## src/rtl/mem_arb_pkg.sv

```systemverilog
// Shared types and default widths for the two-requester RAM port arbiter.
//   ADDR_W_DEF / DATA_W_DEF : default RAM address / data widths
//   STARVE_W                : width of the D starvation counter (WAIT_MAX is 1..15)
//   owner_t                 : which requester an access belongs to
//   lock_state_t            : owner FSM state (port free, or held by the CPU lock)
//   tag_t                   : per-access tag carried alongside the RAM read pipeline
package mem_arb_pkg;

  localparam int ADDR_W_DEF = 10;
  localparam int DATA_W_DEF = 16;
  localparam int STARVE_W   = 4;

  typedef enum logic {
    OWN_C = 1'b0,
    OWN_D = 1'b1
  } owner_t;

  typedef enum logic {
    FREE     = 1'b0,
    C_LOCKED = 1'b1
  } lock_state_t;

  typedef struct packed {
    logic   valid;
    owner_t owner;
    logic   is_read;
  } tag_t;

endpackage

```

## src/rtl/mem_arb_pick.sv

```systemverilog
// Combinational grant selection for the RAM port arbiter.
//   c_req, d_req : pending requests from CPU (C) and DMA (D)
//   lock_state   : owner FSM state; while C_LOCKED only C may be granted
//   starve       : count of consecutive lost arbitrations by D
//   c_gnt, d_gnt : one-hot-or-zero grants for the current cycle
module mem_arb_pick
  import mem_arb_pkg::*;
#(
  parameter int WAIT_MAX = 4
) (
  input  logic                c_req,
  input  logic                d_req,
  input  lock_state_t         lock_state,
  input  logic [STARVE_W-1:0] starve,
  output logic                c_gnt,
  output logic                d_gnt
);

  always_comb begin
    c_gnt = 1'b0;
    d_gnt = 1'b0;
    if (lock_state == C_LOCKED) begin
      // The CPU lock wins even over a starved D.
      c_gnt = c_req;
    end else if ((starve >= STARVE_W'(WAIT_MAX)) && d_req) begin
      d_gnt = 1'b1;
    end else begin
      c_gnt = c_req;
      d_gnt = d_req & ~c_req;
    end
  end

endmodule

```

## src/rtl/mem_port_arbiter.sv

```systemverilog
// Shares one synchronous-read RAM port between the CPU (C) and a DMA master (D).
// One access is accepted per cycle; read data returns two cycles after acceptance
// through a tag pipe that routes it back to the requester that issued it.
//
// Handshake: a requester raises req with we/addr/wdata (and c_lock for C) and holds
// them stable until it sees gnt; the access is accepted on the rising edge where
// req & gnt are both high. gnt is combinational and may rise in the same cycle as req.
//
// Ports:
//   clk, rst                 clock, asynchronous active-high reset
//   c_req/c_we/c_addr/c_wdata/c_lock, c_gnt, c_rvalid, c_rdata   CPU side
//   d_req/d_we/d_addr/d_wdata,        d_gnt, d_rvalid, d_rdata   DMA side
//   ram_addr/ram_we/ram_wdata  registered RAM command, ram_q RAM read data
//   busy                      an access is being accepted or is still in flight
//   dbg_lock_state, dbg_starve  owner FSM state and starvation count for observation
module mem_port_arbiter
  import mem_arb_pkg::*;
#(
  parameter int ADDR_W   = ADDR_W_DEF,
  parameter int DATA_W   = DATA_W_DEF,
  parameter int WAIT_MAX = 4
) (
  input  logic                clk,
  input  logic                rst,
  input  logic                c_req,
  input  logic                c_we,
  input  logic [ADDR_W-1:0]   c_addr,
  input  logic [DATA_W-1:0]   c_wdata,
  input  logic                c_lock,
  output logic                c_gnt,
  output logic                c_rvalid,
  output logic [DATA_W-1:0]   c_rdata,
  input  logic                d_req,
  input  logic                d_we,
  input  logic [ADDR_W-1:0]   d_addr,
  input  logic [DATA_W-1:0]   d_wdata,
  output logic                d_gnt,
  output logic                d_rvalid,
  output logic [DATA_W-1:0]   d_rdata,
  output logic [ADDR_W-1:0]   ram_addr,
  output logic                ram_we,
  output logic [DATA_W-1:0]   ram_wdata,
  input  logic [DATA_W-1:0]   ram_q,
  output logic                busy,
  output lock_state_t         dbg_lock_state,
  output logic [STARVE_W-1:0] dbg_starve
);

  lock_state_t         lock_q,      lock_d;
  logic [STARVE_W-1:0] starve_q,    starve_d;
  logic [ADDR_W-1:0]   ram_addr_q,  ram_addr_d;
  logic                ram_we_q,    ram_we_d;
  logic [DATA_W-1:0]   ram_wdata_q, ram_wdata_d;
  tag_t                tag1_q,      tag1_d;
  tag_t                tag2_q,      tag2_d;
  logic                c_rvalid_q,  c_rvalid_d;
  logic                d_rvalid_q,  d_rvalid_d;
  logic [DATA_W-1:0]   c_rdata_q,   c_rdata_d;
  logic [DATA_W-1:0]   d_rdata_q,   d_rdata_d;

  logic c_acc;
  logic d_acc;

  mem_arb_pick #(
    .WAIT_MAX (WAIT_MAX)
  ) u_pick (
    .c_req      (c_req),
    .d_req      (d_req),
    .lock_state (lock_q),
    .starve     (starve_q),
    .c_gnt      (c_gnt),
    .d_gnt      (d_gnt)
  );

  assign c_acc = c_req & c_gnt;
  assign d_acc = d_req & d_gnt;

  always_comb begin
    // Owner FSM: each accepted C access decides whether C keeps the port.
    lock_d = lock_q;
    if (c_acc) begin
      lock_d = c_lock ? C_LOCKED : FREE;
    end

    // D starvation: count lost cycles while D is waiting, saturating at WAIT_MAX.
    starve_d = starve_q;
    if (d_acc || !d_req) begin
      starve_d = '0;
    end else if (starve_q < STARVE_W'(WAIT_MAX)) begin
      starve_d = starve_q + STARVE_W'(1);
    end

    // Issue stage: address and data hold when idle, write enable is a single pulse.
    ram_addr_d  = ram_addr_q;
    ram_wdata_d = ram_wdata_q;
    ram_we_d    = 1'b0;
    if (c_acc) begin
      ram_addr_d  = c_addr;
      ram_wdata_d = c_wdata;
      ram_we_d    = c_we;
    end else if (d_acc) begin
      ram_addr_d  = d_addr;
      ram_wdata_d = d_wdata;
      ram_we_d    = d_we;
    end

    // tag1 lines up with ram_addr, tag2 with ram_q; the return registers then
    // capture ram_q for the owner recorded in tag2.
    tag1_d.valid   = c_acc | d_acc;
    tag1_d.owner   = c_acc ? OWN_C : OWN_D;
    tag1_d.is_read = c_acc ? ~c_we : (d_acc & ~d_we);
    tag2_d         = tag1_q;

    c_rvalid_d = tag2_q.valid & tag2_q.is_read & (tag2_q.owner == OWN_C);
    d_rvalid_d = tag2_q.valid & tag2_q.is_read & (tag2_q.owner == OWN_D);
    c_rdata_d  = c_rvalid_d ? ram_q : c_rdata_q;
    d_rdata_d  = d_rvalid_d ? ram_q : d_rdata_q;
  end

  always_ff @(posedge clk or posedge rst) begin
    if (rst) begin
      lock_q      <= FREE;
      starve_q    <= '0;
      ram_addr_q  <= '0;
      ram_we_q    <= 1'b0;
      ram_wdata_q <= '0;
      tag1_q      <= '0;
      tag2_q      <= '0;
      c_rvalid_q  <= 1'b0;
      d_rvalid_q  <= 1'b0;
      c_rdata_q   <= '0;
      d_rdata_q   <= '0;
    end else begin
      lock_q      <= lock_d;
      starve_q    <= starve_d;
      ram_addr_q  <= ram_addr_d;
      ram_we_q    <= ram_we_d;
      ram_wdata_q <= ram_wdata_d;
      tag1_q      <= tag1_d;
      tag2_q      <= tag2_d;
      c_rvalid_q  <= c_rvalid_d;
      d_rvalid_q  <= d_rvalid_d;
      c_rdata_q   <= c_rdata_d;
      d_rdata_q   <= d_rdata_d;
    end
  end

  assign ram_addr       = ram_addr_q;
  assign ram_we         = ram_we_q;
  assign ram_wdata      = ram_wdata_q;
  assign c_rvalid       = c_rvalid_q;
  assign d_rvalid       = d_rvalid_q;
  assign c_rdata        = c_rdata_q;
  assign d_rdata        = d_rdata_q;
  assign busy           = c_acc | d_acc | tag1_q.valid | tag2_q.valid;
  assign dbg_lock_state = lock_q;
  assign dbg_starve     = starve_q;

endmodule

```

## config.mk

```make
export PLATFORM = sky130hd
export DESIGN_NAME = mem_port_arbiter
export DESIGN_NICKNAME = d
export VERILOG_FILES = /design/src/rtl/mem_arb_pkg.sv /design/src/rtl/mem_arb_pick.sv /design/src/rtl/mem_port_arbiter.sv
export SDC_FILE = /design/constraint.sdc
export NUM_CORES = 1
export LEC_CHECK = 0
export ABC_CLOCK_PERIOD_IN_PS = 5000
export BUFFER_PORTS_ARGS = -buffer_cell sky130_fd_sc_hd__buf_2
export CORE_AREA = 2 2 78 95
export CTS_CLUSTER_DIAMETER = 60
export CTS_CLUSTER_SIZE = 10
export DETAILED_ROUTE_END_ITERATION = 10
export DIE_AREA = 0 0 80 97
export PLACE_DENSITY = 0.82
export SETUP_SLACK_MARGIN = 0.2
export SYNTH_ARGS = -nofsm -noshare
export SYNTH_HDL_FRONTEND = slang
export SYNTH_HIERARCHICAL = 1
export SYNTH_SLANG_ARGS = --single-unit
```

## constraint.sdc

```tcl
create_clock -name clk -period 5 [get_ports clk]
set_input_delay 1 -clock clk [delete_from_list [all_inputs] [get_ports clk]]
set_output_delay 1 -clock clk [all_outputs]
set_load 0.02 [all_outputs]
```

* After elaboration in Yosys (flattened, before gate mapping) *
Cells that the tools add are included.

word-level totals
  flip-flop bits (word level) = 72
  logic and storage cells = 52
  output and inout bits = 69

operators by class
  multiplexer cells = 15
  add/sub/neg operators = 1
  magnitude comparators = 2
  reductions and logical operators = 5
  bitwise operators = 14

operator list
  kind                 count
  $mux 16              2
  $mux 10              2
  $mux 1               9
  $mux 4               2
  $and 1x1->1          7
  $add 4x1->4 const B  1
  $ge 4x3->1 const B   1
  $lt 4x3->1 const B   1
  $not 1->1            4
  $reduce_bool 2->1    2
  $or 1x1->1           3
  $logic_and 1x1->1    1
  $logic_not 1->1      1
  $logic_or 1x1->1     1

* Longest topological paths before layout *
Gate-level depths: netlist (run 1).

  word-level depth = 8
  depth in mapped cells = 7
  gate-level depth less buffers = 5

* Modules after synthesis *
The synthesis (run 1) kept the hierarchy.

modules (own cells, without submodules)
  module            instances  cells an instance  area an instance (sq um)
  mem_port_arbiter  1          262                3353.2
  mem_arb_pick      1          4                  30.0

* Worst setup path after synthesis (run 1) *
Ideal clock, no wire load.

  kind = input -> output
  start = input d_req
  end = output busy
  data arrival time = 2.136 ns
  path slack = 1.864 ns
  data required time = 4.000 ns
  stages on the path = 6
  buffers on the path = 1
  cell sequence = nand2b_4 > o21a_1 > buf_4 > a22oi_4 > inv_2 > or3_1

on the way
  cells in the longest elaborated chain, start to end = 7
  elaborated cells on any way between the ends = 11
  classes of those cells = mux: 4; bitwise: 6; reduce/logical: 1

RTL lines
  element                   RTL line                 RTL
  start: declaration        mem_port_arbiter.sv:33   input logic d_req,
  $logic_and 1x1->1         mem_arb_pick.sv:25       end else if ((starve >= STARVE_W'(WAIT_MAX)) && d_req) begin
  $mux 1                    mem_arb_pick.sv:25
  $mux 1                    mem_arb_pick.sv:22       if (lock_state == C_LOCKED) begin
  via c_gnt                 mem_port_arbiter.sv:30   output logic c_gnt,
  $and 1x1->1               mem_port_arbiter.sv:75   assign c_acc = c_req & c_gnt;
  $or 1x1->1 (3 in series)  mem_port_arbiter.sv:155  assign busy = c_acc | d_acc | tag1_q.valid | tag2_q.valid;
  end: declaration          mem_port_arbiter.sv:44   output logic busy,

The timed path passes the listed nets, and every way through them passes these cells.

* Worst setup path after layout (run 1) *
  start = input d_req
  end = output busy

on the way
  cells in the longest elaborated chain, start to end = 7
  elaborated cells on any way between the ends = 11
  classes of those cells = mux: 4; bitwise: 6; reduce/logical: 1

RTL lines
  element                                                  RTL line
  $and 1x1->1 / $logic_and 1x1->1 (equally long branches)  mem_arb_pick.sv:29, mem_arb_pick.sv:25
  $mux 1                                                   mem_arb_pick.sv:25
  $mux 1                                                   mem_arb_pick.sv:22
  $and 1x1->1, on equally long branches                    mem_port_arbiter.sv:76, mem_port_arbiter.sv:75
  $or 1x1->1 (*) (3 in series)                             mem_port_arbiter.sv:155

Mark *: on every way between the ends. The rest lies on a longest branch, timed or not.

==> flow_results.org, run 1 <==
** Critical path
- The worst register-to-register path has a setup slack of 2.88 ns.
- Start point of the critical path :: d_req
- CP Capture Point :: busy
- The worst register-to-register path ends at dbg_lock_state$_DFFE_PP0P_.
- Data arrives at the worst endpoint at 2.80 ns.
- The worst register-to-register path begins at dbg_starve[3]$_DFFE_PP0P_.
- The worst register-to-register path has a depth of 5.
- Critical-path maximum fanout :: 30
- The worst setup path is captured at an output pin.
- Endpoint required time on the critical path :: 4.00 ns
- Type of the setup path with the least slack :: in -> out
- Worst setup SP type :: input pin

** Timing
- Setup violations remaining at the end of the flow were counted as 0.
- Setup total negative slack on the finished layout was measured at 0 ns.
- Final critical-path required period :: 3.805 ns
- Between clock sinks in the finished design, the worst skew comes to 0.006186 ns.
- Actual transition at the worst max-transition pin :: 0.8620 ns
- Period utilisation layout :: 76.09%
- Headroom to the max-slew limit came out at 42.54%.
- Final worst-path setup slack :: 1.195 ns
- Fmax achieved :: 262.8 MHz
- Fin. max-slew vios :: 0
- Setup repair after global routing missed its margin :: false
- The hold violation count in the final report came to 0.

** Global routing
- Pin count of the biggest net entering global routing :: 82
- Final global-route overflow total :: 0
- For this run, the total global-route usage over all layers was measured as 19.49%.
- The first global-routing pass estimated 11.92 mm of wire.
- The via count of the first global-routing pass was 2489.
- The initial antenna violation count was 0.

** Final layout
- In the final design database the tool counted 472 nets.
- The number of antenna diodes in the final layout is 0.
- Post-layout utilization of the core :: 63.60%
- Cells with a size suffix above 1 make up 57.36% of the layout.
- The area growth from synthesis to layout is 27.29%.

** Yosys
- Synthesis inferred 72 register bits.
- Instance count of the mapped netlist :: 266
- Total of warnings raised by yosys :: 6
- Total standard cell area after synthesis :: 3383 um2
- When the netlist entered floorplanning its net count stood at 342.
- Counting flops with a built-in enable in the synthesized netlist gives 0.
- Of all flip-flops after synthesis, the portion carrying an async set or reset was 100.0%.
- The average instance in the mapped netlist occupies 12.72 um2.
- Sequential fraction of the synthesis area :: 53.25%
- Yosys mapped the design onto 29 distinct sky130hd cell types.
- Among all flip-flop cells after synthesis, the most frequent one is dfrtp_1.

** Die
- Initial Util :: 49.96%
- The floorplan has 33 rows.
- The floorplan step defined a core boundary enclosing 6771 um2.
- Measured along the x axis, the die boundary spans 80 um.
- The die is 97 um tall.
- # IOs :: 144
- The floorplan step defined a die boundary enclosing 7760 um2.

** Route
- Number of vias per cell :: 5.582
- In this run the remaining antenna-violating nets after routing total 0.
- Mean routed wirelength per cell :: 15.57 um
- For this block, the initial DRC count from the detailed router was 71.
- Total via count after detailed routing :: 2724
- First-pass detailed-route iteration total :: 5
- DRC violation count after routing :: 0
- Wires add up to 7.598 mm.

** Placement
- Routability-driven placement finished with a final weighted congestion of 0.7447.
- Input and output buffers added on the ports amount to 143.
- OpenSTA, run right after detailed placement, puts the worst setup slack at 1.194 ns.
- Detailed-placement wirelength estimate :: 5.161 mm

** Status
- Outcome :: completed

** Clock network
- For this design, the sink count on the clock tree is 72.
- In this run, post-CTS hold repair placed 0 buffers.
- Clock tree from TritonCTS :: done
- Post-CTS setup repair buffer count :: 0
- After clock tree synthesis, the clock-pin slew on the worst setup and hold paths is 0.07 ns.
- The number of gates resized after CTS was 0.
- Clock Root Buffer :: clkbuf_8
- Clock latency on the worst-skew pair, taken at its later pin, is 0.34 ns.
- Clock tree synthesis inserted a total of 9 buffers.
- Max Buffers Root-to-Sink :: 2
- The H-tree generated during clock tree synthesis spans 3 levels.

** Pwr
- In this run the static leakage power is 2.147 nW.
- Across the VDD grid, the largest voltage drop is 0.2281 mV.
- PwrDens :: 423.7 nW/um2

** Run
- The tool flagged a number of max-cap violations equal to 0.

** Hold path
- The worst hold path belongs to the class reg -> reg.
-- cells in the final DEF (no fill, tap or decap), types with 2 or more instances in the layout --
master / n
nor2_1: 2
a21oi_1: 3
clkinv_2: 3
inv_1: 4
clkbuf_8: 9
bufinv_16: 2
buf_4: 4
a31oi_1: 26
nand3_1: 26
dfrtp_1: 72
or3_1: 2
buf_2: 143
mux2_4: 18
a221oi_1: 26
mux2_2: 15
a21bo_2: 26
nand2b_1: 2
o21ai_0: 2
inv_2: 2
-- synth_stat cells (2+ instances only) --
cell type   n  area (um2)
a21bo_2    26       260.3
a21oi_1     4       20.02
a221oi_1   26       227.7
a31oi_1    26       162.7
buf_2      10       50.05
buf_4       4       30.03
buf_6       2       22.52
clkbuf_1   12       45.04
dfrtp_1    72        1802
inv_1       5       18.77
mux2_2     15       168.9
mux2_4     18       270.3
nand2b_1    2       12.51
nand3_1    26       130.1
nor2_1      2       7.510
o21ai_0     2       10.01
or3_1       2       12.51
-- report_power, final --
group	total [mW]	switching (mW)	internal, mW
combinational	0.560	0.317	0.243
clock	0.491	0.211	0.279
sequential	0.774	0.0677	0.707
-- stage by stage --
step                std cells  hold WS (ns)  area, um2  power (mW)
floorplan                 266        0.3312       3383       1.149
global placement          472        0.3353       4095       1.331
detailed placement        472        0.3424       4095       1.348
CTS                       488        0.3591       4307       1.841
global route              488        0.3693       4307       1.915
finish                    488        0.3534       4307       1.825
-- registers in the layout, summed over array words and instances, names as in the netlist --
register / count
tag2_q: 3
ram_we: 1
ram_addr: 10
dbg_starve: 4
c_rdata: 16
d_rdata: 16
tag1_q: 3
dbg_lock_state: 1
d_rvalid: 1
c_rvalid: 1
ram_wdata: 16
-- final cells by class --
class                      count  area [um2]
fill                         522        2465
sequential                    72        1802
multi-input combinational    160        1416
timing repair buffer         147       745.7
clock buffer                  10       127.6
tap                           87       108.9
clock inverter                 6       83.83
inverter                       6       22.52
-- logic make-up after synthesis --
logic type | share of synthesized area [%]
DFF | 53.25
adders and majority gates | 0.3698
and+or+nand+nor | 6.879
buffers and inverters | 5.029
AOI/OAI and AO/OA | 21.49
muxes | 12.98
-- worst max-delay path, cell delays in order --
cell	delay, ns
buf_2	0.47
nand2b_4	0.10
a21oi_2	0.11
buf_4	0.32
a22oi_4	0.09
inv_2	0.39
or3_1	0.17
buf_2	0.15
-- routing by layer --
layer | up-vias | share of wire (%) | track usage, % | routed length, um
met2 | 138 | 47 | 30.26 | 3590
met1 | 1303 | 43 | 26.43 | 3291
met4 | 0 | 1.4 | 7.432 | 103
li1 | 1274 | - | - | -
met5 | - | 0 | 0 | 0
met3 | 9 | 8.1 | 4.571 | 612
-- how the worst min path moves through the flow --
stage | start | end | cells after the start
after floorplan | tag1_q[0]$_DFF_PP0_ | tag2_q[0]$_DFF_PP0_ | 0
after global placement | tag1_q[0]$_DFF_PP0_ | tag2_q[0]$_DFF_PP0_ | 0
after detailed placement | tag1_q[1]$_DFF_PP0_ | tag2_q[1]$_DFF_PP0_ | 0
after CTS | tag1_q[1]$_DFF_PP0_ | tag2_q[1]$_DFF_PP0_ | 0
after global routing | tag1_q[1]$_DFF_PP0_ | tag2_q[1]$_DFF_PP0_ | 0
final | tag1_q[1]$_DFF_PP0_ | tag2_q[1]$_DFF_PP0_ | 0
(Power assumes the default switching activity.)
==> run 2: changes to the inputs <==
ABC_AREA = 1   (was not set)
ABC_CLOCK_PERIOD_IN_PS = 3750   (was 5000)
PLACE_DENSITY = 0.78   (was 0.82)
clock period = 3.75 ns   (was 5 ns; I/O delays follow)
==> run 2 against run 1 <==
  * Die area unchanged
  * Power up 36%
  * Clock power up 20%
  * First-iteration DRC count up 28%
  * Utilization down 4.0 points
  * Worst setup slack worse by 0.52 ns
  * Combinational power up 44%
  * Flip-flop and latch count unchanged
  * Via count up 3.3%
  * Sequential power up 41%
  * Critical endpoint unchanged
  * Highest routed layer unchanged
==> flow_results.org, run 2 <==
** Global routing
- The maximum number of pins on one net before global-route repair is 73 (-11%).
- Total GRT Usage :: 19.29% (-0.20 points)
- The via count of the first global-routing pass came to 2641 (+6.1%).
- The leftover overflow at the end of global routing was 0 (unchanged).
- The first-pass GRT wire length came to 11.90 mm (-0.18%).
- Initial antenna violation count :: 0 (unchanged)

** Yosys
- Number of register bits inferred by synthesis :: 72 (unchanged)
- In the synthesized netlist the dominant register cell turns out to be dfrtp_1.
- The post-synthesis instance total is 371 (+39%).
- Top cell type's share of synthesized area :: 57.60% (+4.3 points)
- The synthesized area was 3128 um2 (-7.5%).
- By instance count, the leading cell after synthesis is nand2_1.
- The distinct cell type count of the synthesized netlist is 20 (-31%).
- Number of nets in the synthesized netlist :: 447 (+31%)
- Sequential fraction of the synthesis area :: 57.60% (+4.3 points)
- Most numerous cell types in the synthesized netlist :: 175 x nand2_1, 72 x dfrtp_1, 30 x nand3_1
- Number of enable flip-flop cells after synthesis :: 0 (unchanged)
- Cells taking the most area after synthesis :: dfrtp_1 58%, nand2_1 21%, nand3_1 4.8%
- Async set or reset register ratio after synthesis :: 100.0% (unchanged)
- Synth area leader :: dfrtp_1
- The count of synthesis-stage warnings from yosys came to 6 (unchanged).
- Synthesized area per cell :: 8.431 um2 (-34%)

** Final layout
- The number of inserted diodes was 0 (unchanged).
- Multi-input gate area :: 1094 um2 (-23%)
- Relative area change from synthesis to final layout :: 29.04%
- Leading cell type in the layout, fill and taps excluded :: nand2_1
- FILL cells :: 600 (+15%)
- The number of nets at the end of the flow came to 584 (+24%).
- FF+latch area :: 1802 um2 (unchanged)
- Final standard cell count with taps included and fillers excluded :: 599 (+23%)
- Highest-count cells in the layout ignoring fill and taps :: 175 x nand2_1, 143 x buf_2, 72 x dfrtp_1
- Share of final-layout standard cells stronger than drive strength 1 :: 32.62% (-25 points)

** Route
- The aggregate routed wire length is 7.146 mm (-5.9%).
- Total via count after detailed routing :: 2815 (+3.3%)
- Mean routed wirelength per cell :: 11.93 um (-23%)
- The via density per instance came to 4.699 (-16%).
- The count of antenna-violating nets left after detailed routing was 0 (unchanged).
- The first-pass iteration count of the detailed router was 4 (-1).
- Violation count after the first detailed-routing iteration :: 91 (+28%)
- DRC violation count after routing :: 0 (unchanged)

** Clock network
- Cells resized by post-CTS repair :: 0 (unchanged)
- The clock network latency to the later pin of the worst-skew pair was 0.33 ns (about the same).
- TritonCTS built the clock tree.
- Post-CTS setup repair buffer count :: 0 (unchanged)
- The clock-pin slew on the worst setup and hold paths was 0.08 ns (about the same).
- The number of H-tree branching levels is 3 (unchanged).
- Clock Root Buffer :: clkbuf_8
- The cts-stage hold buffer count is 0 (unchanged).
- Clock buffers created by TritonCTS :: 9 (unchanged)
- Max Buffers Root-to-Sink :: 2 (unchanged)
- Total number of clock tree sinks :: 72 (unchanged)

** Critical path
- Origin of the critical flop-to-flop path :: dbg_starve[3]$_DFFE_PP0P_
- Endpoint required time on the critical path :: 3.00 ns (-1.00 ns)
- The worst reg-to-reg setup slack is 2.12 ns (-0.76 ns).
- Most used cell along the critical path :: nand2_1
- Crit end category :: output pin
- Arr. time, crit path :: 2.33 ns (-0.47 ns)
- The critical path in this run is classified as in -> out.
- Critical-path maximum fanout :: 32 (+6.7%)
- Worst path bufs/invs :: 3 (-1)
- Levels on crit path :: 8 (unchanged)
- CP Capture Point :: busy
- The kind of cell with the highest combined delay along the critical path is simple AND/OR/NAND/NOR gates.
- Cell-by-cell trace of the critical path :: buf_2 -> nand2_1 -> nand2_1 -> nand2_8 -> nand2_8 -> inv_6 -> nand2_1 -> buf_2
- Max stage delay on crit path :: 0.46 ns (about the same)
- The worst register-to-register path ends at ram_wdata[11]$_DFFE_PP0P_.
- The worst reg2reg path depth is 8 (+3).
- The critical path starts at c_req.
- Cell type of the slowest stage on the worst timing path :: buf_2
- Worst setup SP type :: input pin

** Timing
- The final worst-path setup slack is 0.6746 ns (-0.5207 ns).
- Actual transition at the worst max-transition pin :: 0.8635 ns (+0.001533 ns)
- Period utilisation layout :: 82.01%
- The worst hold-check slack came to 0.3663 ns (+0.01293 ns).
- The worst slew slack as a fraction of its limit is 42.43% (-0.10 points).
- Final hold viol count :: 0 (unchanged)
- Final critical-path required period :: 3.075 ns
- The max-slew violation total from the final report is 0 (unchanged).
- Sum of negative setup slack :: 0 ns (unchanged)
- Setup skew after layout :: 0.01306 ns (+0.006878 ns)
- Number of failing setup endpoints in the final timing report :: 0 (unchanged)
- Setup repair after global routing left no endpoint under its margin.
- Fmax achieved :: 325.2 MHz

** Placement
- Port Buffer Count :: 143 (unchanged)
- Dpl ws :: 0.6791 ns (-0.5146 ns)
- The sum of net half-perimeters after detailed placement is 5.192 mm (+0.59%).
- Post-Place Cells :: 584 (+24%)
- Gpl congestion :: 0.8021 (+7.7%)

** Pwr
- The overall power after layout was 2.486 mW (+36%).
- Maximum resistive drop on vdd :: 0.3119 mV (+37%)
- The power per unit of standard cell area came to 615.8 nW/um2 (+45%).
- The leakage power figure was 2.405 nW (+12%).

** Die
- Die X :: 80 um (unchanged)
- DIE AREA :: 7760 um2 (unchanged)
- Initial Util :: 46.19% (-3.8 points)
- Core Region :: 6771 um2 (unchanged)
- The number of rows in the core area was 33 (unchanged).
- # IOs :: 144 (unchanged)
- Die Span Y :: 97 um (unchanged)

** Status
- Outcome :: completed

** Run
- Count of maximum capacitance violations :: 0 (unchanged)

** Hold path
- The path class of the tightest hold or removal check is reg -> reg.
-- run 2: worst reg2reg max path, delay by kind of cell (launching register included) --
family,cells,cell delay [ns]
buf+inv,1,0.14
flops,1,0.42
simple gates,7,0.95
-- run 2: per-stage QoR --
stage | instance area (um2) | util (%)
2_1_floorplan | 3128 | -
3_3_place_gp | 3841 | 56.73
3_5_place_dp | 3841 | 56.73
4_1_cts | 4036 | 59.61
5_1_grt | 4036 | 59.61
6_report | 4036 | 59.61
-- run 2: where the power goes --
group | internal [mW] | total (mW) | switching, mW
clock | 0.320 | 0.590 | 0.270
combinational | 0.273 | 0.806 | 0.533
sequential | 0.982 | 1.09 | 0.108
-- run 2: kinds of logic after synthesis --
| group | share of synthesized area (%) |
|---|---|
| AND/OR/NAND/NOR | 28.76 |
| flip-flops | 57.60 |
| AO/OA/AOI/OAI | 5.800 |
| adder cells (fa/ha/maj) | 0.3999 |
| buffers and inverters | 7.440 |
-- run 2: worst min-delay path by stage --
stage / from / end / slack (ns) / cells past startpoint
5_1_grt: tag1_q[1]$_DFF_PP0_ / tag2_q[1]$_DFF_PP0_ / 0.38 / 0
3_3_place_gp: tag1_q[0]$_DFF_PP0_ / tag2_q[0]$_DFF_PP0_ / 0.33 / 0
2_1_floorplan: tag1_q[0]$_DFF_PP0_ / tag2_q[0]$_DFF_PP0_ / 0.33 / 0
4_1_cts: tag1_q[1]$_DFF_PP0_ / tag2_q[1]$_DFF_PP0_ / 0.36 / 0
3_5_place_dp: tag1_q[1]$_DFF_PP0_ / tag2_q[1]$_DFF_PP0_ / 0.34 / 0
6_report: tag1_q[1]$_DFF_PP0_ / tag2_q[1]$_DFF_PP0_ / 0.37 / 0
-- run 2: layout make-up --
cell class / count / share of cell area (%)
clock inverters: 5 / 1.426
multi-input cells: 253 / 27.09
well taps: 87 / 2.697
repair buffers: 145 / 18.10
inverters: 27 / 2.635
flip-flops and latches: 72 / 44.64
clock buffers: 10 / 3.410
-- run 2: per-layer routing --
metal | routed length [um] | global-route usage (%)
met1 | 3258 | 26.04
met4 | 171 | 8.866
met3 | 550 | 3.638
met2 | 3166 | 29.94
met5 | 0 | 0
==> run 3: changes to the inputs <==
ABC_AREA = 0   (was 1)
ABC_CLOCK_PERIOD_IN_PS = 3000   (was 3750)
CORE_AREA = 2 2 80 97   (was 2 2 78 95)
DIE_AREA = 0 0 82 99   (was 0 0 80 97)
PLACE_DENSITY = 0.79   (was 0.78)
clock period = 3 ns   (was 3.75 ns; I/O delays follow)
==> run 3 against run 2 <==
  * Non-clock buffer count rose by 5
  * Via count fell by 2.9%
  * First-iteration DRC count decreased by 23%
  * Power increased by 30%
  * Critical path depth shrank 4
  * Clock skew fell by 0.0070 ns
  * Critical path type is now reg -> out
  * Critical endpoint is now c_gnt
==> flow_results.org, run 3 (same netlist as run 1, synthesis figures left out) <==
** Placement
- Gpl congestion :: 0.7551 (-5.9%)
- Detailed-placement wirelength estimate :: 5.396 mm (+3.9%)
- The number of buffers added on ports is 143 (unchanged).
- The cell area reported after detailed placement came to 4121 um2 (+7.3%).
- The number of cells after detailed placement is 478 (-18%).

** Timing
- The final setup skew came to 0.006019 ns (-0.007044 ns).
- Sum of negative setup slack :: 0 ns (unchanged)
- Number of failing setup endpoints in the final timing report :: 0 (unchanged)
- Fmax achieved :: 403.8 MHz
- Final critical-path required period :: 2.477 ns
- The slew of the pin with the lowest slew margin is 0.7400 ns (-0.1235 ns).
- Setup repair after global routing missed its margin :: false
- The worst hold-check slack is 0.2675 ns (-0.09882 ns).
- Fin. max-slew vios :: 0 (unchanged)
- Relative max-transition margin :: 50.67% (+8.2 points)
- Period utilisation layout :: 82.55%
- Final hold viol count :: 0 (unchanged)

** Pwr
- The power per unit of standard cell area is 735.1 nW/um2 (+19%).
- Internal :: 2.246 mW (+43%)
- The logic gate share of total power is 28.9% (-3.5 points).
- Maximum resistive drop on vdd :: 0.4223 mV (+35%)
- Static Leakage :: 2.182 nW (-9.3%)
- Switching Share :: 30.47% (-6.2 points)
- The portion of total power attributed to the clock network is 31.1% (+7.4 points).
- The relative contribution of sequential cells to total power is 40.1% (-3.7 points).
- Design Power :: 3.230 mW (+30%)
- The net switching power was 984.1 uW (+8.1%).

** Critical path
- Crit end category :: output pin
- The arrival time reported for the critical path endpoint is 1.88 ns (-0.45 ns).
- By startpoint and endpoint, the worst setup path is classified as reg -> out.
- Worst setup SP type :: flop
- Endpoint required time on the critical path :: 2.40 ns (-0.60 ns)
- Critical-path maximum fanout :: 81 (+150%)

** Die
- DIE AREA :: 8118 um2 (+4.6%)
- # IOs :: 144 (unchanged)
- The number of rows in the core area is 34 (+3.0%).
- The vertical extent of the die came to 99 um (+2.1%).
- Die X :: 82 um (+2.5%)
- The area of the placeable core was 7147 um2 (+5.5%).
- The effective utilization at floorplan is 47.34% (+1.1 points).

** Clock network
- Clock tree from TritonCTS :: done
- Clock Root Buffer :: clkbuf_8
- Total number of clock tree sinks :: 72 (unchanged)
- The clock network latency to the later pin of the worst-skew pair is 0.33 ns (about the same).
- The clock-pin slew on the worst setup and hold paths is 0.07 ns (about the same).
- The maximum buffer depth of the clock tree was 2 (unchanged).
- Post-CTS setup repair buffer count :: 0 (unchanged)
- Hold buffer count at cts :: 0 (unchanged)
- CTS HTree Levels :: 3 (unchanged)
- The total of cells resized after clock tree synthesis came to 0 (unchanged).
- Clock buffers created by TritonCTS :: 9 (unchanged)

** Route
- Number of vias per cell :: 5.532 (+18%)
- Mean routed wirelength per cell :: 15.51 um (+30%)
- Post-route ant nets :: 0 (unchanged)
- The number of DRC violations after detailed-routing iteration 0 was 70 (-23%).
- The number of remaining DRC errors is 0 (unchanged).
- First-pass detailed-route iteration total :: 4 (unchanged)
- Total via count after detailed routing :: 2733 (-2.9%)
- Final wirelength :: 7.664 mm (+7.2%)

** Final layout
- Number of nets in the final layout :: 475 (-19%)
- Relative to the synthesized area, the layout overhead comes to 29.88%.
- Final standard cell count with taps included and fillers excluded :: 494 (-18%)
- Multi-input gate area :: 1416 um2 (+30%)
- Leading cell type in the layout, fill and taps excluded :: buf_2
- The number of inserted diodes was 0 (unchanged).
- Share of final-layout standard cells stronger than drive strength 1 :: 57.67% (+25 points)
- Highest-count cells in the layout ignoring fill and taps :: 143 x buf_2, 72 x dfrtp_1
- FILL cells :: 592 (-1.3%)
- Finished Cell Area :: 4394 um2 (+8.9%)
- The register cell area after layout came to 1802 um2 (unchanged).

** Global routing
- The initial antenna violation count is 0 (unchanged).
- Number of global-route vias before repair :: 2535 (-4.0%)
- Final global-route overflow total :: 0 (unchanged)
- Pin count of the biggest net entering global routing :: 82 (+12%)
- Total GRT Usage :: 19.18% (-0.11 points)
- Wire length of the first global-routing pass :: 12.04 mm (+1.2%)

** Run
- The number of max-capacitance violations reported came to 0 (unchanged).

** Hold path
- The tightest min-delay check is of the in -> async type.

** Status
- Outcome :: completed
-- run 3: power groups by stage --
stage,combinational (mW),clock [mW],sequential (mW)
after floorplan,0.361,0,1.55
after global placement,0.924,0,1.30
after detailed placement,0.945,0,1.31
after CTS,0.946,1.03,1.29
after global routing,1.01,1.07,1.32
final,0.933,1.00,1.29
-- run 3: layout make-up --
cell class / count / area share (%)
inverter: 6 / 0.5125
timing repair buffer: 150 / 17.57
clock buffer: 11 / 3.218
sequential: 72 / 41.00
multi-input combinational: 160 / 32.23
clock inverter: 5 / 2.904
tap: 90 / 2.563
-- run 3: routing by layer --
layer  part of all wire [%]  global-route usage [%]  up-vias
met5                      0                       0        -
met4                   0.63                   7.308        0
met3                    9.0                   4.579        5
met2                     47                   28.89      132
met1                     44                   26.75     1319
li1                       -                       -     1277
-- run 3: final timing paths --
check	from	to	slack (ns)	cells past startpoint
setup / recovery	dbg_starve[3]$_DFFE_PP0P_	c_gnt	0.52	4
hold / removal	rst	ram_addr[9]$_DFFE_PP0P_	0.27	2
setup reg to reg	dbg_starve[3]$_DFFE_PP0P_	dbg_lock_state$_DFFE_PP0P_	1.08	5
hold reg to reg	tag1_q[0]$_DFF_PP0_	tag2_q[0]$_DFF_PP0_	0.35	0
max in group asynchronous	rst	tag1_q[2]$_DFF_PP0_	2.01	3
min in group clk	tag1_q[0]$_DFF_PP0_	tag2_q[0]$_DFF_PP0_	0.35	0
-- run 3: worst max-delay path, cell delays in order, from the launching register on --
cell and delay, ns:
dfrtp_1 0.44, nor2_1 0.20, o21a_2 0.21, buf_6 0.43
buf_2 0.26
-- run 3: metrics by stage --
stage                     utilization [%]  setup slack, ns
after detailed placement            57.67           0.5811
final                               61.48           0.5234
after floorplan                         -           0.5751
after global routing                61.48           0.3668
after global placement              57.67           0.6172
after CTS                           61.43           0.3327
